`config.mk`:
```
export PLATFORM = sky130hd
export DESIGN_NAME = traffic_phase_sched
export DESIGN_NICKNAME = d
export VERILOG_FILES = /design/src/rtl/traffic_pkg.sv /design/src/rtl/phase_timer.sv /design/src/rtl/traffic_phase_sched.sv
export SDC_FILE = /design/constraint.sdc
export NUM_CORES = 1
export LEC_CHECK = 0
export CAP_MARGIN = 20
export CORE_MARGIN = 4
export CORE_UTILIZATION = 35
export CTS_CLUSTER_SIZE = 28
export DETAILED_ROUTE_END_ITERATION = 16
export HOLD_SLACK_MARGIN = 0.08
export PLACE_DENSITY = 0.61
export SYNTH_ARGS = -nofsm -noshare
export SYNTH_HDL_FRONTEND = slang
export SYNTH_SLANG_ARGS = --single-unit
export TNS_END_PERCENT = 5
```
`constraint.sdc`:
```
create_clock -name clk -period 3.1 [get_ports clk]
set_input_delay 0.31 -clock clk [delete_from_list [all_inputs] [get_ports clk]]
set_output_delay 0.31 -clock clk [all_outputs]
set_load 0.01 [all_outputs]
```
`src/rtl/traffic_pkg.sv`:
```
// rtl/traffic_pkg.sv - shared phase encoding, lamp decode and default durations
package traffic_pkg;

    typedef enum logic [2:0] {
        GA    = 3'd0,
        YA    = 3'd1,
        RR_AB = 3'd2,
        GB    = 3'd3,
        YB    = 3'd4,
        RR_BA = 3'd5
    } phase_t;

    localparam int GREEN_MIN_DEF = 4;
    localparam int GREEN_MAX_DEF = 10;
    localparam int YELLOW_T_DEF  = 2;
    localparam int ALLRED_T_DEF  = 1;
    localparam int WALK_T_DEF    = 3;
    localparam int CNT_W_DEF     = 8;

    typedef struct packed {
        logic ra;
        logic ya;
        logic ga;
        logic rb;
        logic yb;
        logic gb;
    } lamps_t;

    // Unused encodings fall back to all-red so a road never sees two lamps.
    function automatic lamps_t lamps_of(input phase_t p);
        lamps_t l;
        case (p)
            GA:      l = '{ra: 1'b0, ya: 1'b0, ga: 1'b1, rb: 1'b1, yb: 1'b0, gb: 1'b0};
            YA:      l = '{ra: 1'b0, ya: 1'b1, ga: 1'b0, rb: 1'b1, yb: 1'b0, gb: 1'b0};
            GB:      l = '{ra: 1'b1, ya: 1'b0, ga: 1'b0, rb: 1'b0, yb: 1'b0, gb: 1'b1};
            YB:      l = '{ra: 1'b1, ya: 1'b0, ga: 1'b0, rb: 1'b0, yb: 1'b1, gb: 1'b0};
            default: l = '{ra: 1'b1, ya: 1'b0, ga: 1'b0, rb: 1'b1, yb: 1'b0, gb: 1'b0};
        endcase
        return l;
    endfunction

endpackage

```
`src/rtl/phase_timer.sv`:
```
// rtl/phase_timer.sv - per-phase cycle counter with clear, saturation and compares
module phase_timer #(
    parameter int CNT_W = 8
) (
    input  logic             clk,
    input  logic             rst,
    input  logic             clr,
    input  logic [CNT_W-1:0] lim,
    input  logic [CNT_W-1:0] floor_val,
    output logic [CNT_W-1:0] cnt,
    output logic             at_lim,
    output logic             at_floor
);

    always_ff @(posedge clk) begin
        if (rst || clr) begin
            cnt <= '0;
        end else if (cnt != lim) begin
            cnt <= cnt + 1'b1;
        end
    end

    assign at_lim   = (cnt == lim);
    assign at_floor = (cnt >= floor_val);

endmodule

```
`src/rtl/traffic_phase_sched.sv`:
```
// rtl/traffic_phase_sched.sv - two-road traffic light phase scheduler with pedestrian walk
module traffic_phase_sched
    import traffic_pkg::*;
#(
    parameter int GREEN_MIN = GREEN_MIN_DEF,
    parameter int GREEN_MAX = GREEN_MAX_DEF,
    parameter int YELLOW_T  = YELLOW_T_DEF,
    parameter int ALLRED_T  = ALLRED_T_DEF,
    parameter int WALK_T    = WALK_T_DEF,
    parameter int CNT_W     = CNT_W_DEF
) (
    input  logic       clk,
    input  logic       rst,
    input  logic       sa,
    input  logic       sb,
    input  logic       pa,
    input  logic       pb,
    output logic       ra,
    output logic       ya,
    output logic       ga,
    output logic       rb,
    output logic       yb,
    output logic       gb,
    output logic       walk_a,
    output logic       walk_b,
    output logic [2:0] phase
);

    localparam logic [CNT_W-1:0] GMIN_L = CNT_W'(GREEN_MIN - 1);
    localparam logic [CNT_W-1:0] GMAX_L = CNT_W'(GREEN_MAX - 1);
    localparam logic [CNT_W-1:0] YEL_L  = CNT_W'(YELLOW_T - 1);
    localparam logic [CNT_W-1:0] AR_L   = CNT_W'(ALLRED_T - 1);
    localparam logic [CNT_W-1:0] WALK_L = CNT_W'(WALK_T - 1);

    phase_t           state;
    phase_t           nxt;
    lamps_t           lamps;
    logic [CNT_W-1:0] cnt;
    logic [CNT_W-1:0] lim;
    logic             at_lim;
    logic             at_min;
    logic             at_walk;
    logic             pend_a;
    logic             pend_b;
    logic             dem_a;
    logic             dem_b;
    logic             enter_ga;
    logic             enter_gb;

    assign dem_a    = sa | pend_a;
    assign dem_b    = sb | pend_b;
    assign at_walk  = (cnt == WALK_L);
    assign enter_ga = (nxt == GA) && (state != GA);
    assign enter_gb = (nxt == GB) && (state != GB);

    // The saturation limit doubles as the exit compare for yellow and all-red.
    always_comb begin
        lim = AR_L;
        case (state)
            GA, GB:  lim = GMAX_L;
            YA, YB:  lim = YEL_L;
            default: lim = AR_L;
        endcase
    end

    phase_timer #(
        .CNT_W(CNT_W)
    ) u_timer (
        .clk      (clk),
        .rst      (rst),
        .clr      (nxt != state),
        .lim      (lim),
        .floor_val(GMIN_L),
        .cnt      (cnt),
        .at_lim   (at_lim),
        .at_floor (at_min)
    );

    always_comb begin
        nxt = state;
        case (state)
            GA:      if (at_min && dem_b && (!sa || at_lim)) nxt = YA;
            YA:      if (at_lim) nxt = RR_AB;
            RR_AB:   if (at_lim) nxt = GB;
            GB:      if (at_min && dem_a && (!sb || at_lim)) nxt = YB;
            YB:      if (at_lim) nxt = RR_BA;
            RR_BA:   if (at_lim) nxt = GA;
            default: nxt = GA;
        endcase
    end

    // Lamps and walk are registered from the next state so they track state exactly.
    always_ff @(posedge clk) begin
        if (rst) begin
            state  <= GA;
            lamps  <= lamps_of(GA);
            pend_a <= 1'b0;
            pend_b <= 1'b0;
            walk_a <= 1'b0;
            walk_b <= 1'b0;
        end else begin
            state  <= nxt;
            lamps  <= lamps_of(nxt);
            pend_a <= enter_ga ? 1'b0 : (pend_a | pa);
            pend_b <= enter_gb ? 1'b0 : (pend_b | pb);
            walk_a <= enter_ga ? (pend_a | pa) : (walk_a && (nxt == GA) && !at_walk);
            walk_b <= enter_gb ? (pend_b | pb) : (walk_b && (nxt == GB) && !at_walk);
        end
    end

    assign {ra, ya, ga, rb, yb, gb} = lamps;
    assign phase = state;

endmodule

```
==> results.py, run 1 <==
metrics = {
    "setup_path": {
        "required_ns": 3.28,
        "rr_endpoint": "u_timer.cnt[4]",
        "worstSetupStartpointType": "flip-flop",
        "startpoint": "u_timer.cnt[4]",
        "path_class": "flip-flop to flip-flop",
        "reg2reg_slack_ns": 0.61,
        "crit_path_end_kind": "flip-flop",
        "r2r_cells": 6,
        "critPathMaxFanout": 8,
        "cp.arrival_ns": 2.67,
        "reg2reg_from": "u_timer.cnt[4]",
    },
    "detailed_routing": {
        "vias": 941,
        "routed_wl_um": 2350,
        "drcViolationCount": 0,
        "ant_nets": 0,
        "wire_per_inst_um": 12.8,
        "drt_iter0_markers": 28,
        "drt-pass1-iter-count": 4,
        "viasPerCell": 5.14,
    },
    "die": {
        "die_area_um2": 4210,
        "die_h_um": 64.9,
        "io_pins": 17,
        "fp-row-count": 20,
        "core_area_um2": 3080,
        "fp.dieW_um": 64.9,
        "initial_core_util": 0.368,
    },
    "logic_synthesis": {
        "synth_compound_area_frac": 0.170,
        "netlist_area_um2": 1130,
        "ys_types": 40,
        "synth-seq-cells": 21,
        "synthesis.nets": 133,
        "yosysTopAreaCellShare": 0.371,
        "synthAdderAreaFrac": 0.0221,
        "synthMuxAreaShare": 0.0177,
        "synth_area_leaders": "dfxtp_1 37%, nor3_1 4.9%, xnor2_1 4.6%, xor2_1 3.9%, nand3_1 3.5%",
        "synth-xor-area-share": 0.0851,
        "syn-instance-count": 125,
        "postSynthAreaPerCell_um2": 9.06,
        "yosys.area_share.simple": 0.301,
        "seq_area_frac_synth": 0.371,
        "synth_warnings": 0,
        "synth_top_area_cell": "dfxtp_1",
        "synth_top_family_by_area": "simple AND/OR/NAND/NOR gates",
    },
    "timing": {
        "fin_crit_ns": 2.49,
        "hold_viol": 0,
        "rsz0062_at_grt": "no",
        "hold_slack_ns": 0.576,
        "final_max_slew_viol_count": 0,
        "period_share": 0.802,
        "slew_headroom": 0.580,
        "max_freq_mhz": 402,
        "setup_tns_ns": 0,
        "finClkSkew_ns": 0.00298,
        "setup_viol": 0,
        "worst_pin_slew_ns": 0.626,
    },
    "grt": {
        "grt_pass1_vias": 878,
        "grt_overflow": 0,
        "grt_use_total": 0.124,
        "grt_pass1_wl_um": 4130,
        "antenna_found_initial": 0,
        "grt_start_max_net_pins": 16,
    },
    "layout": {
        "nNetsFinal": 148,
        "drive_above_1_share": 0.115,
        "diodes": 0,
        "fill_cells": 312,
        "area_growth_syn_to_layout_pct": 19.4,
    },
    "power": {
        "leakage_nw": 0.496,
        "power_density_nw_per_um2": 426,
        "p_sw_uw": 180,
        "p_int_uw": 397,
        "comb_power_share": 0.238,
        "p_clk_frac": 0.226,
        "seqPwrFrac": 0.536,
        "totalPowerFinal_uw": 576,
        "power_switching_share": 0.312,
        "vdd_drop_max_mv": 0.225,
    },
    "place": {
        "gp_congestion": 0.805,
        "numPortBuffers": 16,
        "dp_hpwl_um": 1750,
    },
    "worst_hold_path": {
        "min_path_cells": 2,
        "hold_path_class": "flip-flop to flip-flop",
        "timing.hold.worst.start": "u_timer.cnt[7]",
        "holdPathEnd": "u_timer.cnt[7]",
    },
    "outcome": {
        "status": "completed",
    },
    "clock_network": {
        "clk_path_buf_depth": 2,
        "cts_resized": 0,
        "h-tree-depth": 1,
        "cts_tree": "built",
        "clock_latency_ns": 0.30,
        "cts_hold_buf": 0,
        "cts-buffers-inserted": 3,
        "post_cts_buffers": 0,
        "clkTransAtPathRegs_ns": 0.11,
        "clkSinkCount": 21,
        "cts_root_buf": "clkbuf_4",
    },
    "run": {
        "drv_cap": 0,
    },
}
[kinds of logic after synthesis]
logic type / count (synthesis)
simple gates: 54
compound gates: 25
flops: 21
xor+xnor: 11
buf+inv: 10
mux: 2
fa+ha+maj: 2
[critical path: stages, from the launching register on]
cell,delay (ns)
dfxtp_1,0.36
or4_4,0.56
or3_4,0.39
a211oi_4,0.31
a21boi_2,0.11
o21ai_1,0.53
nor3_1,0.11
[sequential cells by signal (all words and copies together) (netlist names)]
register,cells
ga,1
u_timer.cnt,8
ra,1
walk_a,1
phase,3
rb,1
walk_b,1
ya,1
pend_a,1
gb,1
yb,1
pend_b,1
[cell usage in the layout (no fill, tap or decap), types with 3 or more instances in the layout]
cell type / instances
dfxtp_1: 21
clkdlybuf4s50_1: 16
nor3_1: 11
nor2_1: 10
nand3_1: 8
xnor2_1: 6
o21ai_0: 6
a21oi_1: 6
nand2_1: 5
xor2_1: 5
inv_1: 4
and2_1: 3
clkbuf_4: 3
[synth_stat cells]
| master | number |
|---|---|
| nor4_1 | 2 |
| o31ai_1 | 1 |
| or3_1 | 1 |
| nor3b_4 | 1 |
| nor2_1 | 10 |
| xnor2_1 | 6 |
| a21oi_2 | 1 |
| nand2_1 | 5 |
| nor4b_4 | 1 |
| xor2_1 | 5 |
| ha_1 | 2 |
| nor4_4 | 1 |
| o21ai_1 | 1 |
| inv_1 | 4 |
| o21ai_0 | 6 |
| o22ai_1 | 1 |
| mux2i_1 | 2 |
| a31oi_1 | 1 |
| o221ai_1 | 1 |
| nor2b_1 | 2 |
| nor3_1 | 11 |
| or4_4 | 1 |
| o21bai_1 | 1 |
| and3_1 | 2 |
| a211oi_1 | 2 |
| or3b_2 | 1 |
| nand3_1 | 8 |
| or3_4 | 1 |
| dfxtp_1 | 21 |
| a21boi_2 | 1 |
| nand4b_1 | 1 |
| or2_2 | 2 |
| o311ai_4 | 1 |
| clkbuf_1 | 5 |
| and2_1 | 3 |
| o32a_1 | 1 |
| a21oi_1 | 6 |
| and4b_1 | 1 |
| buf_1 | 1 |
| a211oi_4 | 1 |
[metrics by stage]
step	instance area (um2)	utilization	setup WS, ns	instances
after floorplan	1130	-	0.871	125
after global placement	1330	0.430	0.705	179
after detailed placement	1330	0.430	0.643	179
after CTS	1350	0.439	0.629	183
after global routing	1350	0.439	0.484	183
final	1350	0.439	0.613	183
[layout make-up]
class	count	area, um2	area share
multi-input cells	94	674	0.499
flip-flops and latches	21	420	0.311
repair buffers	16	160	0.118
well taps	44	55.1	0.0407
clock buffers	3	22.5	0.0167
inverters	4	15.0	0.0111
clock inverters	1	5.00	0.00370
[power by group through the flow]
| stage | logic (mW) | registers [mW] | clock network (mW) |
|---|---|---|---|
| 6_report | 0.137 | 0.309 | 0.130 |
| 5_1_grt | 0.152 | 0.313 | 0.151 |
| 4_1_cts | 0.138 | 0.309 | 0.140 |
| 3_5_place_dp | 0.137 | 0.315 | 0 |
| 3_3_place_gp | 0.133 | 0.314 | 0 |
| 2_1_floorplan | 0.106 | 0.305 | 0 |
[layer usage]
layer | vias up | share of wire | track usage
met5 | - | 0 | 0
met1 | 440 | 0.47 | 0.163
met2 | 20 | 0.46 | 0.194
li1 | 477 | - | -
met4 | 0 | 0.023 | 0.0554
met3 | 4 | 0.046 | 0.0243
[worst max path at each step]
stage                     endpoint  slack [ns]  depth (start not counted)
global placement    u_timer.cnt[6]        0.71                          6
global route        u_timer.cnt[0]        0.48                          6
CTS                 u_timer.cnt[7]        0.63                          6
floorplan                   walk_b        0.87                          6
detailed placement  u_timer.cnt[2]        0.64                          6
finish              u_timer.cnt[4]        0.61                          6
No activity file was read; power rests on OpenSTA's default activity.
==> run 2, diff against run 1 <==
--- a/config.mk
+++ b/config.mk
@@ -11,7 +11,7 @@
 export CTS_CLUSTER_SIZE = 28
 export DETAILED_ROUTE_END_ITERATION = 16
 export HOLD_SLACK_MARGIN = 0.08
-export PLACE_DENSITY = 0.61
+export PLACE_DENSITY = 0.63
 export SYNTH_ARGS = -nofsm -noshare
 export SYNTH_HDL_FRONTEND = slang
 export SYNTH_SLANG_ARGS = --single-unit
==> constraint.sdc (replaced) <==
create_clock -name clk -period 2.2 [get_ports clk]
set_input_delay 0.22 -clock clk [delete_from_list [all_inputs] [get_ports clk]]
set_output_delay 0.22 -clock clk [all_outputs]
set_load 0.01 [all_outputs]
==> run 2 against run 1 <==
The flow now finishes with violations (setup timing). Power grew 52%. Wire length grew 12%. Largest power group unchanged. Sequential share of layout area shrank 4.0 points. Hold slack lost 0.036 ns. Final area grew 15%. Die area is the same. Setup slack lost 0.67 ns. Largest cell class unchanged. Via count grew 9.8%. Critical endpoint is now walk_b.
==> results.py, run 2 (synthesis gave the netlist of run 1 again) <==
metrics = {
    "clock_network": {
        "cts_tree": "built",
        "cts-buffers-inserted": 3,
        "clkTransAtPathRegs_ns": 0.11,
        "cts_root_buf": "clkbuf_4",
        "clkSinkCount": 21,
        "h-tree-depth": 1,
        "clk_path_buf_depth": 2,
        "clock_latency_ns": 0.31,
        "cts_hold_buf": 0,
    },
    "power": {
        "p_clk_frac": 0.213,
        "comb_power_share": 0.306,
        "p_int_uw": 606,
        "leakage_nw": 0.622,
        "vdd_drop_max_mv": 0.332,
        "p_sw_uw": 271,
        "power_switching_share": 0.309,
        "seqPwrFrac": 0.481,
        "power_density_nw_per_um2": 566,
    },
    "layout": {
        "drive_above_1_share": 0.253,
        "largest_reg_flops": 8,
        "final_core_util": 0.504,
        "final_cell_mix": "22 x buf_4, 21 x dfxtp_1, 16 x clkdlybuf4s50_1, 10 x nor2_1, 10 x nor3_1",
        "fill_cells": 296,
        "area_growth_syn_to_layout_pct": 37.0,
        "stdcell_count": 206,
        "regMostFlops": "u_timer.cnt",
        "final_common_cell": "buf_4",
        "nNetsFinal": 171,
        "multi_input_area_um2": 697,
        "diodes": 0,
        "finalInstanceArea_um2": 1550,
        "regArea_um2": 420,
    },
    "setup_path": {
        "crit_buf_inv": 0,
        "cp_cell_sequence": "or4_4 -> or3_4 -> a211oi_4 -> a21boi_2 -> nor3b_4 -> and4b_1",
        "crit_slowest_cell": "or4_4",
        "cp_top_family": "simple AND/OR/NAND/NOR gates",
        "crit_path_end_kind": "flip-flop",
        "cp.arrival_ns": 2.47,
        "path_class": "flip-flop to flip-flop",
        "worstSetupStartpointType": "flip-flop",
        "critPathMaxFanout": 7,
        "cp_slowest_stage_delay_ns": 0.53,
        "required_ns": 2.42,
    },
    "detailed_routing": {
        "ant_nets": 0,
        "drt_iter0_markers": 22,
        "wire_per_inst_um": 12.8,
        "vias": 1033,
        "drcViolationCount": 0,
        "viasPerCell": 5.01,
        "drt-pass1-iter-count": 4,
        "routed_wl_um": 2630,
    },
    "place": {
        "dpl-instance-area_um2": 1490,
        "placed_cells": 201,
        "numPortBuffers": 16,
        "dp_hpwl_um": 2070,
        "gp_congestion": 0.809,
    },
    "timing": {
        "finClkSkew_ns": 0.00140,
        "rsz0062_at_grt": "yes",
        "max_freq_mhz": 443,
        "setup_viol": 4,
        "period_share": 1.03,
        "fin_ws_ns": -0.0550,
        "hold_viol": 0,
        "hold_slack_ns": 0.539,
        "worst_pin_slew_ns": 0.379,
        "fin_crit_ns": 2.26,
        "slew_headroom": 0.747,
        "final_max_slew_viol_count": 0,
    },
    "die": {
        "fp.dieW_um": 64.9,
        "io_pins": 17,
        "initial_core_util": 0.368,
        "fp-row-count": 20,
        "die_h_um": 64.9,
        "die_area_um2": 4210,
        "core_area_um2": 3080,
    },
    "grt": {
        "grt_pass1_vias": 1013,
        "grt_start_max_net_pins": 13,
        "grt_pass1_wl_um": 4530,
        "grt_use_total": 0.138,
        "antenna_found_initial": 0,
        "grt_overflow": 0,
    },
    "run": {
        "drv_cap": 0,
    },
    "worst_hold_path": {
        "hold_path_class": "primary input to flip-flop",
    },
    "outcome": {
        "violations": "setup timing",
        "status": "finished, violations left",
    },
}
-- run 2: path summary, 6_finish.rpt --
path | startpoint | to | slack, ns | cells after the start
hold / removal | pa | pend_a | 0.54 | 3
hold reg to reg | pend_b | pend_b | 0.57 | 2
setup reg to reg | u_timer.cnt[7] | walk_b | -0.06 | 6
setup / recovery | u_timer.cnt[7] | walk_b | -0.06 | 6
-- run 2: per-stage QoR --
| step | setup WS (ns) | power [mW] | TNS [ns] |
|---|---|---|---|
| final | -0.0550 | 0.878 | -0.121 |
| after global routing | -0.139 | 0.934 | -1.12 |
| after CTS | -0.0466 | 0.880 | -0.0985 |
| after detailed placement | -0.0614 | 0.684 | -0.278 |
| after global placement | -0.0375 | 0.678 | -0.175 |
| after floorplan | -0.0145 | 0.579 | -0.0145 |
-- run 2: repair_timing --
item	in CTS	in global routing
resized for setup	3	2
pin swaps	1	1
setup buffers	1	0
endpoints found under the setup margin	13	17
-- run 2: power by group through the flow --
stage               logic, mW  registers (mW)  clock network (mW)
finish                  0.269           0.422               0.187
global route            0.292           0.426               0.216
CTS                     0.262           0.422               0.196
detailed placement      0.253           0.431                   0
global placement        0.248           0.431                   0
floorplan               0.150           0.430                   0
-- run 2: worst register-to-register path, cell delays in order, from the launching register on --
cell      delay, ns
dfxtp_1        0.33
or4_4          0.53
or3_4          0.36
a211oi_4       0.28
a21boi_2       0.12
nor3b_4        0.32
and4b_1        0.23
-- run 2: final cells by class --
cell class,count,share of cell area
multi-input combinational,94,0.449
sequential,21,0.271
inverter,4,0.00968
clock inverter,1,0.00323
tap,44,0.0355
timing repair buffer,39,0.217
clock buffer,3,0.0145
-- run 2: layer usage --
layer  share of wire  GRT usage  wire (um)  up-vias
li1                -          -          -      527
met1            0.45      0.165       1180      484
met2            0.50      0.240       1320       17
met3           0.025     0.0225         67        5
met4           0.022     0.0633         58        0
met5               0          0          0        -
==> run 3, diff against run 2 <==
--- a/config.mk
+++ b/config.mk
@@ -12,6 +12,7 @@
 export DETAILED_ROUTE_END_ITERATION = 16
 export HOLD_SLACK_MARGIN = 0.08
 export PLACE_DENSITY = 0.63
+export SKIP_LAST_GASP = 1
 export SYNTH_ARGS = -nofsm -noshare
 export SYNTH_HDL_FRONTEND = slang
 export SYNTH_SLANG_ARGS = --single-unit
==> run 3 against run 2 <==
The run still ends with setup timing left. Fmax decreased by 0.12%. Wire length decreased by 0.80%. Final area decreased by 0.65%. Core utilization decreased by 0.33 points. Sequential cell count unchanged. Power decreased by 0.86%. Hold slack improved by 0.0045 ns. Clock power about the same. Non-clock buffer count unchanged. Via count increased by 0.29%. Count of clock-buffer cells in the layout unchanged. Setup slack got worse by 0.0028 ns. Critical endpoint unchanged. Largest cell class unchanged. Highest routed layer unchanged.
==> results.py, run 3 (synthesis gave the netlist of run 1 again) <==
metrics = {
    "outcome": {
        "status": "finished, violations left",
        "violations": "setup timing",
    },
    "setup_path": {
        "critPathMaxFanout": 7,
        "cp_top_family": "simple AND/OR/NAND/NOR gates",
        "worstSetupStartpointType": "flip-flop",
        "reg2reg_from": "u_timer.cnt[7]",
        "path_class": "flip-flop to flip-flop",
        "reg2reg_slack_ns": -0.06,
        "crit_slowest_cell": "or4_4",
        "required_ns": 2.41,
        "crit_buf_inv": 0,
        "cp_slowest_stage_delay_ns": 0.53,
        "crit_path_end_kind": "flip-flop",
        "cp_cell_sequence": "or4_4 -> or3_4 -> a211oi_4 -> a21boi_2 -> nor3b_4 -> and4b_1",
        "r2r_cells": 6,
        "rr_endpoint": "walk_b",
        "cp.arrival_ns": 2.47,
    },
    "timing": {
        "finClkSkew_ns": 0.000912,
        "setup_viol": 12,
        "fin_crit_ns": 2.26,
        "hold_slack_ns": 0.544,
        "slew_headroom": 0.747,
        "hold_viol": 0,
        "period_share": 1.03,
        "worst_pin_slew_ns": 0.378,
        "setup_tns_ns": -0.200,
        "final_max_slew_viol_count": 0,
        "rsz0062_at_grt": "yes",
        "max_freq_mhz": 443,
        "fin_ws_ns": -0.0578,
    },
    "clock_network": {
        "clkSinkCount": 21,
        "h-tree-depth": 1,
        "clock_latency_ns": 0.31,
        "clkTransAtPathRegs_ns": 0.11,
        "cts_tree": "built",
        "cts_root_buf": "clkbuf_4",
        "cts_hold_buf": 0,
        "clk_path_buf_depth": 2,
        "cts-buffers-inserted": 3,
    },
    "detailed_routing": {
        "wire_per_inst_um": 12.7,
        "viasPerCell": 5.03,
        "drcViolationCount": 0,
        "vias": 1036,
        "drt-pass1-iter-count": 4,
        "drt_iter0_markers": 18,
        "ant_nets": 0,
        "routed_wl_um": 2610,
    },
    "layout": {
        "largest_reg_flops": 8,
        "diodes": 0,
        "drive_above_1_share": 0.253,
        "fill_cells": 295,
        "regMostFlops": "u_timer.cnt",
        "final_core_util": 0.501,
        "final_common_cell": "buf_4",
        "final_cell_mix": "23 x buf_4, 21 x dfxtp_1, 16 x clkdlybuf4s50_1, 10 x nor2_1, 10 x nor3_1",
        "finalInstanceArea_um2": 1540,
        "nNetsFinal": 171,
        "area_growth_syn_to_layout_pct": 36.1,
    },
    "power": {
        "leakage_nw": 0.618,
        "power_density_nw_per_um2": 564,
        "p_clk_frac": 0.212,
        "power_switching_share": 0.306,
        "comb_power_share": 0.303,
        "p_sw_uw": 267,
        "seqPwrFrac": 0.485,
        "totalPowerFinal_uw": 870,
        "p_int_uw": 603,
        "vdd_drop_max_mv": 0.333,
    },
    "run": {
        "drv_cap": 0,
    },
    "die": {
        "io_pins": 17,
        "die_h_um": 64.9,
        "die_area_um2": 4210,
        "core_area_um2": 3080,
        "fp.dieW_um": 64.9,
        "initial_core_util": 0.368,
        "fp-row-count": 20,
    },
    "worst_hold_path": {
        "hold_path_class": "primary input to flip-flop",
        "min_path_cells": 3,
        "holdPathEnd": "pend_a",
        "timing.hold.worst.start": "pa",
    },
    "place": {
        "numPortBuffers": 16,
        "gp_congestion": 0.809,
        "dp_hpwl_um": 2070,
        "dpl-instance-area_um2": 1490,
    },
    "grt": {
        "grt_use_total": 0.138,
        "grt_pass1_vias": 1010,
        "grt_start_max_net_pins": 13,
        "grt_pass1_wl_um": 4520,
        "antenna_found_initial": 0,
        "grt_overflow": 0,
    },
}
==> run 3: cell counts in the layout (fill, tap and decap cells not counted) <==
Identical to the previous run, type by type.
==> run 3: how the worst max path moves through the flow <==
stage / from / to / cells after the start
3_5_place_dp: u_timer.cnt[7] / u_timer.cnt[2] / 9
4_1_cts: u_timer.cnt[7] / walk_b / 6
6_report: u_timer.cnt[7] / walk_b / 6
3_3_place_gp: u_timer.cnt[7] / walk_b / 7
5_1_grt: u_timer.cnt[7] / walk_a / 6
2_1_floorplan: u_timer.cnt[7] / walk_b / 6
==> run 3: layer usage <==
layer | global-route usage | share of wire | vias to the layer above | routed length, um
li1 | - | - | 527 | -
met4 | 0.0633 | 0.022 | 0 | 58
met3 | 0.0225 | 0.025 | 5 | 64
met5 | 0 | 0 | - | 0
met2 | 0.240 | 0.51 | 19 | 1320
met1 | 0.164 | 0.45 | 485 | 1160
==> run 3: power groups by stage <==
stage	logic, mW	registers [mW]	clock network (mW)
global route	0.287	0.426	0.216
global placement	0.248	0.431	0
CTS	0.261	0.422	0.196
detailed placement	0.253	0.431	0
floorplan	0.150	0.430	0
finish	0.264	0.422	0.185
==> run 3: layout make-up <==
| cell class | instances | area [um2] | share of cell area |
|---|---|---|---|
| multi-input combinational | 94 | 691 | 0.448 |
| sequential | 21 | 420 | 0.273 |
| timing repair buffer | 39 | 333 | 0.216 |
| tap | 44 | 55.1 | 0.0357 |
| clock buffer | 3 | 22.5 | 0.0146 |
| inverter | 4 | 15.0 | 0.00974 |
| clock inverter | 1 | 5.00 | 0.00325 |
==> run 3: metrics by stage <==
stage	instances	worst slack, ns
3_5_place_dp	201	-0.0614
3_3_place_gp	201	-0.0375
6_report	206	-0.0578
2_1_floorplan	125	-0.0145
5_1_grt	206	-0.139
4_1_cts	206	-0.0466
==> run 3: tightest hold or removal path: cells and delay by family <==
family	cells	cell delay, ns
AO/OA/AOI/OAI	1	0.07
buffers and inverters	1	0.39
AND/OR/NAND/NOR	1	0.13
==> run 3: repair_timing <==
item / in CTS / in global routing
setup endpoints to repair: 13 / 17
gates resized for setup: 2 / 1
pin swaps: 1 / 0
buffers inserted: 1 / 0
hold endpoints to repair: 0 / 0
